File: src/rtl/tdc_hit_encoder.sv
// tdc_hit_encoder
// Converts each rising edge on the resynchronised multiphase hit samples into
// a {coarse, fine} timestamp. Coarse comes from a free-running cycle counter.
// Fine comes from a popcount of the phase samples, so bubbles in the
// thermometer code do no harm. Timestamps are queued in a FIFO with a
// registered head for the readout side. A dead-time / wait-low FSM makes sure
// that each pulse on the hit line produces only one entry.
module tdc_hit_encoder #(
    parameter int  NPHASE     = 12,
    parameter int  COARSE_W   = 24,
    parameter int  FIFO_DEPTH = 16,
    parameter int  DEAD_CYC   = 4,
    localparam int FINE_W     = $clog2(NPHASE),
    localparam int TS_W       = COARSE_W + FINE_W,
    localparam int LVL_W      = $clog2(FIFO_DEPTH) + 1
) (
    input  logic              clk,
    input  logic              rst,
    input  logic              en,
    input  logic [NPHASE-1:0] phase_smp,
    output logic [TS_W-1:0]   ts_data,
    output logic              ts_valid,
    input  logic              ts_ready,
    output logic [LVL_W-1:0]  fifo_level,
    output logic [15:0]       overflow_cnt,
    output logic              armed
);

    localparam int PTR_W  = $clog2(FIFO_DEPTH);
    localparam int CNT_W  = $clog2(NPHASE + 1);
    localparam int DCNT_W = $clog2(DEAD_CYC) + 1;

    typedef enum logic [1:0] {
        IDLE,
        ARMED,
        DEAD,
        WAIT_LOW
    } state_t;

    // coarse counter and stage-1 sample registers
    logic [COARSE_W-1:0] coarse_q, coarse_d;
    logic [NPHASE-1:0]   smp_q, smp_d;
    logic [COARSE_W-1:0] crs_q, crs_d;

    // capture FSM
    state_t              state_q, state_d;
    logic [DCNT_W-1:0]   dcnt_q, dcnt_d;

    // stage-2 timestamp register
    logic [TS_W-1:0]     s2_ts_q, s2_ts_d;
    logic                wr_req_q, wr_req_d;

    // FIFO storage, pointers and registered head
    logic [TS_W-1:0]     mem_q [FIFO_DEPTH];
    logic [TS_W-1:0]     mem_d [FIFO_DEPTH];
    logic [PTR_W-1:0]    wr_ptr_q, wr_ptr_d;
    logic [PTR_W-1:0]    rd_ptr_q, rd_ptr_d;
    logic [LVL_W-1:0]    level_q, level_d;
    logic [TS_W-1:0]     ts_data_q, ts_data_d;
    logic                ts_valid_q, ts_valid_d;
    logic [15:0]         ovf_q, ovf_d;

    // combinational helpers
    logic [CNT_W-1:0]    pop_cnt;
    logic [CNT_W-1:0]    fine_full;
    logic [FINE_W-1:0]   fine;
    logic                hit;
    logic                pop;
    logic                push_ok;
    logic                drop;

    // Coarse counting and stage-1 capture of the samples with their cycle number
    always_comb begin
        coarse_d = coarse_q;
        if (en) begin
            coarse_d = coarse_q + COARSE_W'(1);
        end
        smp_d = phase_smp;
        crs_d = coarse_q;
    end

    // Fine code: more phases already high means an earlier arrival, so a smaller fine value
    always_comb begin
        pop_cnt = '0;
        for (int i = 0; i < NPHASE; i++) begin
            pop_cnt = pop_cnt + CNT_W'(smp_q[i]);
        end
        fine_full = CNT_W'(NPHASE) - pop_cnt;
        fine      = fine_full[FINE_W-1:0];
        hit       = (state_q == ARMED) && en && (smp_q != '0);
    end

    // Next-state logic: a hit starts dead time, then the line must go low before re-arming
    always_comb begin
        state_d = state_q;
        dcnt_d  = dcnt_q;
        if (!en) begin
            state_d = IDLE;
        end else begin
            unique case (state_q)
                IDLE: begin
                    if (phase_smp == '0) begin
                        state_d = ARMED;
                    end else begin
                        state_d = WAIT_LOW;
                    end
                end
                ARMED: begin
                    if (hit) begin
                        state_d = DEAD;
                        dcnt_d  = DCNT_W'(DEAD_CYC - 1);
                    end
                end
                DEAD: begin
                    if (dcnt_q == '0) begin
                        state_d = WAIT_LOW;
                    end else begin
                        dcnt_d = dcnt_q - DCNT_W'(1);
                    end
                end
                WAIT_LOW: begin
                    if (smp_q == '0) begin
                        state_d = ARMED;
                    end
                end
                default: state_d = IDLE;
            endcase
        end
    end

    // Stage 2 holds the assembled timestamp and the write request for one cycle
    always_comb begin
        s2_ts_d  = {crs_q, fine};
        wr_req_d = hit;
    end

    // FIFO bookkeeping; the head register is reloaded from the post-update memory image
    always_comb begin
        pop     = ts_ready && ts_valid_q;
        push_ok = wr_req_q && ((level_q < LVL_W'(FIFO_DEPTH)) || pop);
        drop    = wr_req_q && !push_ok;

        mem_d = mem_q;
        if (push_ok) begin
            mem_d[wr_ptr_q] = s2_ts_q;
        end

        wr_ptr_d = wr_ptr_q;
        if (push_ok) begin
            wr_ptr_d = wr_ptr_q + PTR_W'(1);
        end

        rd_ptr_d = rd_ptr_q;
        if (pop) begin
            rd_ptr_d = rd_ptr_q + PTR_W'(1);
        end

        level_d = level_q;
        if (push_ok && !pop) begin
            level_d = level_q + LVL_W'(1);
        end else if (pop && !push_ok) begin
            level_d = level_q - LVL_W'(1);
        end

        ts_valid_d = (level_d != '0);
        ts_data_d  = '0;
        if (ts_valid_d) begin
            ts_data_d = mem_d[rd_ptr_d];
        end

        ovf_d = ovf_q;
        if (drop && (ovf_q != 16'hFFFF)) begin
            ovf_d = ovf_q + 16'd1;
        end
    end

    // Control and pipeline registers, all cleared by reset so in-flight hits are discarded
    always_ff @(posedge clk) begin
        if (rst) begin
            coarse_q   <= '0;
            smp_q      <= '0;
            crs_q      <= '0;
            state_q    <= IDLE;
            dcnt_q     <= '0;
            s2_ts_q    <= '0;
            wr_req_q   <= 1'b0;
            wr_ptr_q   <= '0;
            rd_ptr_q   <= '0;
            level_q    <= '0;
            ts_data_q  <= '0;
            ts_valid_q <= 1'b0;
            ovf_q      <= '0;
        end else begin
            coarse_q   <= coarse_d;
            smp_q      <= smp_d;
            crs_q      <= crs_d;
            state_q    <= state_d;
            dcnt_q     <= dcnt_d;
            s2_ts_q    <= s2_ts_d;
            wr_req_q   <= wr_req_d;
            wr_ptr_q   <= wr_ptr_d;
            rd_ptr_q   <= rd_ptr_d;
            level_q    <= level_d;
            ts_data_q  <= ts_data_d;
            ts_valid_q <= ts_valid_d;
            ovf_q      <= ovf_d;
        end
    end

    // FIFO storage needs no reset: the pointers and level decide what is valid
    always_ff @(posedge clk) begin
        mem_q <= mem_d;
    end

    assign ts_data      = ts_data_q;
    assign ts_valid     = ts_valid_q;
    assign fifo_level   = level_q;
    assign overflow_cnt = ovf_q;
    assign armed        = (state_q == ARMED);

endmodule

File: config.mk
export PLATFORM = sky130hd
export DESIGN_NAME = tdc_hit_encoder
export DESIGN_NICKNAME = d
export VERILOG_FILES = /design/src/rtl/tdc_hit_encoder.sv
export SDC_FILE = /design/constraint.sdc
export NUM_CORES = 1
export LEC_CHECK = 0
export CORE_AREA = 5 5 215 217
export DETAILED_ROUTE_END_ITERATION = 10
export DIE_AREA = 0 0 220 222
export PLACE_DENSITY = 0.81
export SYNTH_ARGS = -nofsm -noshare
export SYNTH_HDL_FRONTEND = slang
export SYNTH_SLANG_ARGS = --single-unit
File: constraint.sdc
create_clock -name clk -period 4.1 [get_ports clk]
set_clock_uncertainty 0.15 [all_clocks]
set_input_delay 0.615 -clock clk [delete_from_list [all_inputs] [get_ports clk]]
set_output_delay 0.615 -clock clk [all_outputs]
set_load 0.02 [all_outputs]
==> results of run 1 <==
==> cell type report <==
cell class	instances	area [µm²]
multi-input cells	1420	11900
flip-flops and latches	600	12000
repair buffers	135	1250
inverters	41	154
well taps	592	741
clock inverters	19	258
clock buffers	81	1670
fillers	3291	16000
==> cells in the mapped netlist, types with 4 or more instances <==
cell,instances
sky130_fd_sc_hd__o21ai_0,58
sky130_fd_sc_hd__fa_1,8
sky130_fd_sc_hd__buf_6,10
sky130_fd_sc_hd__mux2_4,12
sky130_fd_sc_hd__o21ai_1,14
sky130_fd_sc_hd__nor3_1,33
sky130_fd_sc_hd__dfxtp_1,600
sky130_fd_sc_hd__inv_1,41
sky130_fd_sc_hd__nand2_1,45
sky130_fd_sc_hd__mux4_2,32
sky130_fd_sc_hd__mux2_2,435
sky130_fd_sc_hd__o221ai_1,23
sky130_fd_sc_hd__xor2_1,27
sky130_fd_sc_hd__o2111a_1,10
sky130_fd_sc_hd__nand4_1,12
sky130_fd_sc_hd__o211ai_1,43
sky130_fd_sc_hd__a221o_1,11
sky130_fd_sc_hd__xnor2_1,16
sky130_fd_sc_hd__mux2i_1,25
sky130_fd_sc_hd__nand3b_1,4
sky130_fd_sc_hd__and4_1,7
sky130_fd_sc_hd__a211oi_1,5
sky130_fd_sc_hd__o22ai_1,93
sky130_fd_sc_hd__clkbuf_1,135
sky130_fd_sc_hd__ha_1,24
sky130_fd_sc_hd__and3_1,43
sky130_fd_sc_hd__o21a_1,11
sky130_fd_sc_hd__buf_2,34
sky130_fd_sc_hd__a21oi_1,19
sky130_fd_sc_hd__nand2b_1,21
sky130_fd_sc_hd__nor2_1,198
sky130_fd_sc_hd__or3_1,35
sky130_fd_sc_hd__nor4_1,5
sky130_fd_sc_hd__nor2b_1,62
sky130_fd_sc_hd__o311ai_0,10
sky130_fd_sc_hd__buf_1,25
sky130_fd_sc_hd__nand3_1,24
sky130_fd_sc_hd__o32a_1,12
==> sequential cells by signal (all words and copies together), names as in the netlist, 5 cells and up <==
signal,count
coarse_q,24
crs_q,24
fifo_level,5
mem_q,448
overflow_cnt,16
s2_ts_q,28
smp_q,12
ts_data,28
==> final timing paths <==
path	startpoint	endpoint	slack [ns]	depth (start not counted)
worst max-delay path	smp_q[1]	s2_ts_q[3]	0.46	14
worst min-delay path	crs_q[13]	s2_ts_q[17]	0.28	1
worst max register to register	smp_q[1]	s2_ts_q[3]	0.46	14
worst min register to register	crs_q[13]	s2_ts_q[17]	0.28	1
==> cell families (layout without fill, tap and decap cells) <==
| logic type | after synthesis | count (layout) | share of synthesized area [%] |
|---|---|---|---|
| flip-flops | 600 | 600 | 48.4 |
| AND/OR/NAND/NOR | 507 | 507 | 10.3 |
| multiplexers | 504 | 504 | 24.4 |
| AO/OA/AOI/OAI | 334 | 334 | 9.39 |
| buffers and inverters | 247 | 276 | 4.24 |
| XOR/XNOR | 43 | 43 | 1.52 |
| adder cells (fa/ha/maj) | 32 | 32 | 1.85 |
==> power by group through the flow <==
stage               logic [mW]  registers (mW)  clock network (mW)
floorplan                 1.76            6.26                   0
global placement          2.61            6.27                   0
CTS                       2.70            6.14                5.44
global route              2.93            6.16                5.68
detailed placement        2.67            6.27                   0
finish                    2.74            6.15                5.39
==> layer usage <==
| metal | routed length (µm) | vias to the layer above |
|---|---|---|
| li1 | - | 8101 |
| met1 | 25500 | 8719 |
| met2 | 30100 | 697 |
| met3 | 3680 | 175 |
| met4 | 2860 | 0 |
| met5 | 0 | - |
==> results.txt, run 1 <==
- The run finished with clean final reports.
- Period minus WS final: between 3 and 4 ns
* Required time reported for the critical path endpoint: about 4.4 ns
- Worst supply voltage drop on vdd: roughly 0.36 mV
- Total of endpoints with negative setup slack in the final report: 0
- The tightest min-delay check is of the flip-flop to flip-flop type.
* Instance count after placement with tap cells included: between 2000 and 3000
* Final Instance Area: ~28000 µm²
- WP data arrival: a little under 4 ns
- Overall power: 14.3 mW
- GRT Residual Overflow: 0
* Io pins: 67
- The final-report hold violation count is 0.
* Buffer count from post-CTS setup fixing: 0
* Nets in the synthesized netlist: 2315
- For this run, design rule violations remaining after detail routing come to 0.
- The number of antenna violations at the first check in global routing was 1.
* Global-route met2 utilization: between 40% and 50%
* Leakage power summed over all cells: 11.2 nW
* Maximum fanout along the worst path: 2
- Clock tree from TritonCTS: yes
- Vias after detailed routing: 17700
- In the final design database the tool counted approximately 2300 nets.
- Post-CTS repair changed the size of 0 cells.
- Detailed Route Iter0 Violations: between 1000 and 1500
* Slowest library cell on the worst path: sky130_fd_sc_hd__fa_1
- Full die area: about 49000 µm²
- First-pass GRT wire length: 98000 µm
* Net switching component of the power: around 4.0 mW
- The netlist uses 66 different library cells.
* Post-detail-place hpwl: just over 40000 µm
- The synthesized design spends more area on one cell type than any other, namely sky130_fd_sc_hd__dfxtp_1.
- In the layout the commonest cells are sky130_fd_sc_hd__dfxtp_1, sky130_fd_sc_hd__mux2_2, sky130_fd_sc_hd__nor2_1.
- GRT met3 Usage: 2.98%
* Switching part of the total: 28.2%
- In this run the tool buffered the top-level ports with 66 buffer cells.
* Fraction of registers with async set/reset: 0%
- Pint: between 10 and 15 mW
- On the critical path the largest part of the delay comes from adder cells.
- For this run, the total global-route usage over all layers was measured as around 25%.
- In the final routed layout, each cell accounts on average for 21.5 µm.
* Htree depth: 2
* Maximum number of pins on one net before global-route repair: 64
- Number of optimization iterations in the first detailed-route pass: 5
* Worst slew margin relative to its limit: between 20% and 30%
* Delay of the slowest critical-path stage: 0.53 ns
- Hold repair after CTS inserted 0 buffers.
* Mean cell area of the mapped netlist: about 11 µm²
- CTS clk-pin slew, worst paths: around 0.06 ns
- From bottom edge to top edge, the die measures about 220 µm.
- Fraction of post-synthesis cell area in the top cell type by area: 48.4%
- Number of enable-type register cells in the synthesized netlist: 0
- After technology mapping, the gate count stands at roughly 2300.
- Counting along the longest clock path gives a buffer depth of 3.
- Fin crit share: 88.7%
* Critical Path Source Type: flip-flop
- Max-cap violations in this run came to 0.
- Based on the critical path, the design can be clocked at up to around 270 MHz.
* Setup repair after global routing missed its margin: no
- At the end of the flow the core is filled with cells to ~64%.
- The Yosys step of the flow raised 0 warnings.
- After detailed routing, the total wire length is ~62000 µm.
* Flops & latches, synth: 600
- Tightest Pin Transition: roughly 1.1 ns
* Sequential fraction of design power: between 40 and 50%
* Number of clock sinks: 600
* Synth-to-layout area growth: 12.6%
- Number of buffer and inverter instances along the worst setup path: 5
- At the end of routability-driven placement, the weighted congestion stood at 0.879.
- The number of pins exceeding their max-slew limit in the final report is 0.
- Leaving out filler cells and counting taps, the final layout contains between 2000 and 3000.
- Summed over all failing endpoints, the final setup total negative slack is 0 ns.
- The via count of the first global-routing pass was between 15000 and 20000.
- Place WS: roughly 0.14 ns
- Post-DR vias/cell: 6.13
- Clock latency on the worst-skew pair, taken at its later pin, is ~0.62 ns.
- Once routing completed, OpenROAD measured the worst setup slack at approximately 0.46 ns.
- Element type at the critical path end: flip-flop
- Width of the chip: ~220 µm
- Walking the worst path, the cells encountered are inv_1 > fa_1 > inv_1 > ha_1 > inv_1 > fa_1 > fa_1 > inv_1 > ha_1 > inv_1 > ha_1 > fa_1 > xor2_1 > nor2_1.
* Number of rows in the core area: 77
- Sequential elements use around half of the synthesized area.
- Counting stages on the worst path, the most repeated cell is sky130_fd_sc_hd__inv_1.
* Area post-placement: 26000 µm²
* Busiest layer in global routing: met2
* Cell area power density: a little over 500 nW/µm²
- The detail route stage leaves a number of antenna-violating nets equal to 0.
* Initial Util: a little under three fifths
- Global routing used a little under a third of the available met1 tracks.
- In the synthesized netlist the dominant register cell turns out to be sky130_fd_sc_hd__dfxtp_1.
- The cell sitting at the root of the clock tree is a sky130_fd_sc_hd__clkbuf_16.
- Cts bufs inserted: 56
* Core Footprint: ~44000 µm²
- The synthesized netlist occupies a cell area of roughly 25000 µm².
- Path type of the worst setup path: flip-flop to flip-flop
- Combinational cell fraction of total power: between 10% and 20%
* Final antenna diode count: 0
- In the post-synthesis netlist, the biggest area contributors are sky130_fd_sc_hd__dfxtp_1, sky130_fd_sc_hd__mux2_2, sky130_fd_sc_hd__nor2_1.
- In the final layout, the share of cells above drive strength 1 is between 20% and 30%.
* Commonest non-fill, non-tap cell in the layout: sky130_fd_sc_hd__dfxtp_1
* Clk pwr share: a little under two fifths
* Min Hold Slack: 0.285 ns
Note: power is estimated with default switching activity, not from simulation.
==> inputs of run 2 (changes only) <==
--- a/config.mk
+++ b/config.mk
@@ -8,6 +8,7 @@
 export CORE_AREA = 5 5 215 217
 export DETAILED_ROUTE_END_ITERATION = 10
 export DIE_AREA = 0 0 220 222
+export HOLD_SLACK_MARGIN = 0.06
 export PLACE_DENSITY = 0.81
 export SYNTH_ARGS = -nofsm -noshare
 export SYNTH_HDL_FRONTEND = slang
==> results of run 2 <==
Final layout, timing and power as in run 1 (identical DEF).
